### config.mk
export PLATFORM = sky130hd
export DESIGN_NAME = lfsr_height_gen_flat
export DESIGN_NICKNAME = d
export VERILOG_FILES = /design/src/rtl/lfsr_height_gen_if.sv /design/src/rtl/lfsr_height_gen.sv /design/src/flat_wrapper.sv
export SDC_FILE = /design/constraint.sdc
export NUM_CORES = 1
export LEC_CHECK = 0
export BUFFER_PORTS_ARGS = -buffer_cell sky130_fd_sc_hd__buf_2
export CAP_MARGIN = 20
export CORE_ASPECT_RATIO = 0.6
export CORE_MARGIN = 1.5
export CORE_UTILIZATION = 40
export DETAILED_ROUTE_END_ITERATION = 16
export GPL_ROUTABILITY_DRIVEN = 0
export HOLD_SLACK_MARGIN = 0.03
export PLACE_DENSITY = 0.65
export SLEW_MARGIN = 20
export SYNTH_ARGS = -nofsm -noshare
export SYNTH_HDL_FRONTEND = slang
export SYNTH_SLANG_ARGS = --single-unit
### constraint.sdc
create_clock -name clk -period 3 [get_ports clk]
set_clock_uncertainty 0.15 [all_clocks]
set_input_delay 0.15 -clock clk [delete_from_list [all_inputs] [get_ports clk]]
set_output_delay 0.15 -clock clk [all_outputs]
set_load 0.02 [all_outputs]
### src/rtl/lfsr_height_gen_if.sv
`default_nettype none
// ============================================================================
// Module      : lfsr_height_gen_if
// Description : Request / seed / result bundle of the wall-height generator.
//               The master side issues requests and seeds; the slave side
//               (the generator) reports busy and returns heights.
// Revision    : 1.0 - initial release
// ============================================================================
interface lfsr_height_gen_if #(
    parameter int LFSR_W = 16,
    parameter int OUT_W  = 8
);
    logic              req;
    logic              seed_load;
    logic [LFSR_W-1:0] seed_val;
    logic              busy;
    logic              height_valid;
    logic [OUT_W-1:0]  height;

    modport master (
        output req, seed_load, seed_val,
        input  busy, height_valid, height
    );

    modport slave (
        input  req, seed_load, seed_val,
        output busy, height_valid, height
    );
endinterface
`default_nettype wire

### src/rtl/lfsr_height_gen.sv
`default_nettype none
// ============================================================================
// Module      : lfsr_height_gen
// Description : Galois-LFSR wall-height source. Each accepted request runs
//               SHIFTS LFSR steps, then scales the upper OUT_W state bits into
//               [MIN_H, MIN_H+RANGE-1] and pulses height_valid for one cycle.
//               Optional macro HEIGHT_SMOOTH_EN limits the change between
//               consecutive heights to MAX_STEP.
// Revision    : 1.0 - initial release
// ============================================================================
module lfsr_height_gen #(
    parameter int               LFSR_W   = 16,
    parameter logic [LFSR_W-1:0] TAPS    = 16'hB400,
    parameter logic [LFSR_W-1:0] SEED    = 16'hACE1,
    parameter int               OUT_W    = 8,
    parameter int               SHIFTS   = 16,
    parameter int               MIN_H    = 16,
    parameter int               RANGE    = 96,
    parameter int               MAX_STEP = 24
) (
    input  wire logic           clk,
    input  wire logic           reset,
    lfsr_height_gen_if.slave    bus
);

    // Full-width product: no bits are lost before the >> OUT_W.
    localparam int PROD_W = OUT_W + $clog2(RANGE) + 1;

    localparam logic [1:0] c_IDLE  = 2'd0;
    localparam logic [1:0] c_SHIFT = 2'd1;
    localparam logic [1:0] c_SCALE = 2'd2;

    logic [1:0]        state_q,  state_d;
    logic [LFSR_W-1:0] lfsr_q,   lfsr_d;
    logic [7:0]        cnt_q,    cnt_d;
    logic [OUT_W-1:0]  height_q, height_d;
    logic              valid_q,  valid_d;

    logic [LFSR_W-1:0] w_step;
    logic [LFSR_W-1:0] w_seed;
    logic [OUT_W-1:0]  w_sample;
    logic [PROD_W-1:0] w_prod;
    logic [PROD_W-1:0] w_scaled;
    logic [OUT_W-1:0]  w_raw;
    logic [OUT_W-1:0]  w_new;

    // One Galois step, seed lock-up guard and sample scaling.
    always_comb begin
        w_step   = lfsr_q[0] ? ((lfsr_q >> 1) ^ TAPS) : (lfsr_q >> 1);
        w_seed   = (bus.seed_val == '0) ? {{(LFSR_W-1){1'b0}}, 1'b1} : bus.seed_val;
        w_sample = lfsr_q[LFSR_W-1 -: OUT_W];
        w_prod   = PROD_W'(w_sample) * PROD_W'(RANGE);
        w_scaled = w_prod >> OUT_W;
        w_raw    = OUT_W'(MIN_H) + OUT_W'(w_scaled);
    end

`ifdef HEIGHT_SMOOTH_EN
    localparam int SW = OUT_W + 2;

    logic signed [SW-1:0] w_prev_s;
    logic signed [SW-1:0] w_clamp;

    // Limit the step from the previous height, then keep inside the legal range.
    always_comb begin
        w_prev_s = $signed({2'b00, height_q});
        w_clamp  = $signed({2'b00, w_raw});
        if (w_clamp > w_prev_s + $signed(SW'(MAX_STEP)))
            w_clamp = w_prev_s + $signed(SW'(MAX_STEP));
        if (w_clamp < w_prev_s - $signed(SW'(MAX_STEP)))
            w_clamp = w_prev_s - $signed(SW'(MAX_STEP));
        if (w_clamp < $signed(SW'(MIN_H)))
            w_clamp = $signed(SW'(MIN_H));
        if (w_clamp > $signed(SW'(MIN_H + RANGE - 1)))
            w_clamp = $signed(SW'(MIN_H + RANGE - 1));
        w_new = w_clamp[OUT_W-1:0];
    end
`else
    // Raw scaled sample goes straight to the height register.
    always_comb begin
        w_new = w_raw;
    end
`endif

    // Next-state logic: seed load overrides everything, then IDLE/SHIFT/SCALE.
    always_comb begin
        state_d  = state_q;
        lfsr_d   = lfsr_q;
        cnt_d    = cnt_q;
        height_d = height_q;
        valid_d  = 1'b0;
        if (bus.seed_load) begin
            lfsr_d  = w_seed;
            state_d = c_IDLE;
            cnt_d   = 8'd0;
        end else begin
            case (state_q)
                c_IDLE: begin
                    if (bus.req) begin
                        state_d = c_SHIFT;
                        cnt_d   = 8'd0;
                    end
                end
                c_SHIFT: begin
                    lfsr_d = w_step;
                    cnt_d  = cnt_q + 8'd1;
                    if (cnt_q == 8'(SHIFTS - 1))
                        state_d = c_SCALE;
                end
                c_SCALE: begin
                    height_d = w_new;
                    valid_d  = 1'b1;
                    state_d  = c_IDLE;
                end
                default: begin
                    state_d = c_IDLE;
                end
            endcase
        end
    end

    // State registers with synchronous reset.
    always_ff @(posedge clk) begin
        if (reset) begin
            state_q  <= c_IDLE;
            lfsr_q   <= SEED;
            cnt_q    <= 8'd0;
            height_q <= OUT_W'(MIN_H);
            valid_q  <= 1'b0;
        end else begin
            state_q  <= state_d;
            lfsr_q   <= lfsr_d;
            cnt_q    <= cnt_d;
            height_q <= height_d;
            valid_q  <= valid_d;
        end
    end

    assign bus.busy         = (state_q != c_IDLE);
    assign bus.height_valid = valid_q;
    assign bus.height       = height_q;

endmodule
`default_nettype wire

### src/flat_wrapper.sv
// flat-port wrapper written by rule: the top's interface ports become plain ports
module lfsr_height_gen_flat 
#(
    parameter int               LFSR_W   = 16,
    parameter logic [LFSR_W-1:0] TAPS    = 16'hB400,
    parameter logic [LFSR_W-1:0] SEED    = 16'hACE1,
    parameter int               OUT_W    = 8,
    parameter int               SHIFTS   = 16,
    parameter int               MIN_H    = 16,
    parameter int               RANGE    = 96,
    parameter int               MAX_STEP = 24
)
  (clk, reset, bus_req, bus_seed_load, bus_seed_val, bus_busy, bus_height_valid, bus_height);
  lfsr_height_gen_if #(.LFSR_W(LFSR_W), .OUT_W(OUT_W)) bus_i ();
  input  wire logic clk;
  input  wire logic reset;
  input wire logic [$bits(bus_i.req)-1:0] bus_req;
  input wire logic [$bits(bus_i.seed_load)-1:0] bus_seed_load;
  input wire logic [$bits(bus_i.seed_val)-1:0] bus_seed_val;
  output wire logic [$bits(bus_i.busy)-1:0] bus_busy;
  output wire logic [$bits(bus_i.height_valid)-1:0] bus_height_valid;
  output wire logic [$bits(bus_i.height)-1:0] bus_height;
  assign bus_i.req = bus_req;
  assign bus_i.seed_load = bus_seed_load;
  assign bus_i.seed_val = bus_seed_val;
  assign bus_busy = bus_i.busy;
  assign bus_height_valid = bus_i.height_valid;
  assign bus_height = bus_i.height;
  lfsr_height_gen #(.LFSR_W(LFSR_W), .TAPS(TAPS), .SEED(SEED), .OUT_W(OUT_W), .SHIFTS(SHIFTS), .MIN_H(MIN_H), .RANGE(RANGE), .MAX_STEP(MAX_STEP)) u_core (.clk(clk), .reset(reset), .bus(bus_i));
endmodule
==> flow_summary.ini <==
[timing]
max_slew_margin_pct = 55.0
period_needed_ns = 2.16
setup_viol = 0
timing.fmax_mhz = 463
slew_viol_final = 0
setup-tns-final_ns = 0
worst-slew-pin-transition_ns = 0.675
rsz0062_at_grt = no
fin_crit_sh_pct = 72.0
hold_slack_ns = 0.0809
finalWorstSetupSlack_ns = 0.839
finalHoldViolations = 0

[cells_and_area]
drive_above_1_share_pct = 18.3
seqCellArea_um2 = 701
finalCoreUtilization_pct = 52.1
fin_nets = 296
multi_input_area_mm2 = 0.00108
fillers = 409
stdcell_count = 328
num_antenna_cells = 0
final_cell_area_mm2 = 0.00223
syn_to_final_growth_pct = 20.4

[clocking]
htreeDepth = 2
root_buffer = clkbuf_8
post_cts_buffers = 0
insertion_delay_ns = 0.29
holdBufCountCts = 11
tritoncts = done
cts_sinks = 35
cts_resized = 0
clk_pin_slew_ns = 0.07
cts_buffers = 5
clockBufferDepth = 2

[floorplan]
die_w_um = 90.9
fp.dieH_um = 55.7
placementRows = 18
io_pins = 30
start_util_pct = 43.3
die_area_mm2 = 0.00506
coreArea_mm2 = 0.00428

[place]
dp_cells = 310
place_ws_ns = 0.853
dpl.hpwl_mm = 2.83
port_buffers = 29
place_area_mm2 = 0.00203

[critical_path]
cp-start-kind = flip-flop
cp_data_arrival_time_ns = 2.20
required_ns = 3.03
critical_path_class = reg2reg
crit_fanout = 4
end_kind = flip-flop

[logic_synthesis]
synth.top_cell.area_share_pct = 37.8
synth-edff-count = 0
synthesis.area_mm2 = 0.00185
ys.flop_type = dfxtp_1
netlist-cell-type-count = 41
avgSynthCellArea_um2 = 7.99
yosys-top-cells-area = dfxtp_1 38%, a21oi_1 8.1%, nand2_1 7.1%
synthArstFlopShare_pct = 0
yosysWarnings = 0
synth_seq_area_share_pct = 37.8
syn_inst = 232
syn_nets = 260
yosysTopAreaCell = dfxtp_1
ys_ff_latch = 35

[detailed_routing]
wl_mm = 4.12
vias = 1661
first_pass_iters = 4
ant_nets = 0
drc = 0
drtIter0Drc = 76
viasPerCell = 5.06
routedWlPerCell_um = 12.6

[global_route]
grt_antenna_before_repair = 0
grt_pass1_wl_mm = 7.01
overflow = 0
grt_usage_pct = 17.5
grt_max_degree = 30
first_global_vias = 1462

[min_path]
min_path_type = in2reg

[power]
power-per-cell-area_mw_per_mm2 = 467
p_leak_nw = 0.873
irDropWorstVdd_mv = 0.217
power_mw = 1.04

[status]
status = completed

[flow_run]
maxCapViolations = 0
report_power, final:
group | internal [mW] | switching, mW
Combinational | 0.0943 | 0.104
Clock | 0.180 | 0.167
Sequential | 0.480 | 0.0160
Total | 0.754 | 0.287
flip-flops by register name (all words and copies together) (netlist names):
signal,count
u_core.state_q,2
u_core.bus.height,8
u_core.lfsr_q,16
u_core.bus.height_valid,1
u_core.cnt_q,8
path summary, 6_finish.rpt:
kind / startpoint / to / slack [ns] / cells past startpoint
max reg2reg: u_core.lfsr_q[11]$_SDFFE_PP1P_ / u_core.bus.height[4]$_SDFFE_PP1P_ / 0.84 / 7
max: u_core.lfsr_q[11]$_SDFFE_PP1P_ / u_core.bus.height[4]$_SDFFE_PP1P_ / 0.84 / 7
min: bus_seed_val[7] / u_core.lfsr_q[7]$_SDFFE_PP1P_ / 0.08 / 4
min reg2reg: u_core.bus.height[1]$_SDFFE_PP0P_ / u_core.bus.height[1]$_SDFFE_PP0P_ / 0.30 / 2
layer usage:
metal	routed length [µm]	share of wire [%]	vias up	GRT usage [%]
li1	-	-	878	-
met1	2300	56	723	26.9
met2	1470	36	53	22.0
met3	298	7.2	7	5.05
met4	50	1.2	0	7.14
met5	0	0	-	0
Yosys cell counts, drive strengths merged, types with 2 or more instances:
master,instances
nand4,4
nand2,35
o21ai,7
nand3b,3
xor2,5
a211oi,6
nand3,11
or2,7
xnor2,6
ha,8
clkbuf,8
a21oi,30
buf,4
nor4,5
nor2,22
o21a,3
dfxtp,35
nand2b,3
a21o,2
a211o,3
nor3,6
inv,5
cells in the final DEF, fill, tap and decap left out, types with 2 or more instances in the layout:
cell / n
nand2_1: 35
dfxtp_1: 35
a21oi_1: 30
buf_2: 29
nor2_1: 21
nand3_1: 11
dlygate4sd3_1: 11
ha_1: 8
o21ai_0: 7
a211oi_1: 6
nor3_1: 6
clkbuf_8: 6
inv_1: 5
xnor2_1: 5
or2_2: 5
nor4_1: 5
xor2_1: 5
nand4_1: 4
nand2b_1: 3
a211o_1: 3
o21a_1: 3
or2_1: 2
a21o_1: 2
nand3b_1: 2
critical path: stages, from the launching register on:
cell and delay, ns:
dfxtp_1 0.35, ha_1 0.37, a211oi_1 0.26, nor2_1 0.07, or3_4 0.38, xnor2_4 0.18, nor2_2 0.04, a211o_1 0.26
cells by family (layout without fill, tap and decap cells):
kind of cell | after synthesis | count (layout) | share of synthesized area, %
flops | 35 | 35 | 37.8
fa+ha+maj | 8 | 8 | 5.40
compound gates | 56 | 56 | 19.0
buf+inv | 18 | 54 | 3.78
xor+xnor | 11 | 11 | 6.21
mux | 2 | 2 | 1.15
simple gates | 102 | 102 | 26.6
cell type report:
type	instances	area share, %
clock buffers	6	3.70
clock inverters	1	0.224
inverters	6	1.01
multi-input cells	179	48.5
flip-flops and latches	35	31.4
well taps	60	3.37
repair buffers	41	11.8
Power figures use the tool's default switching activity.
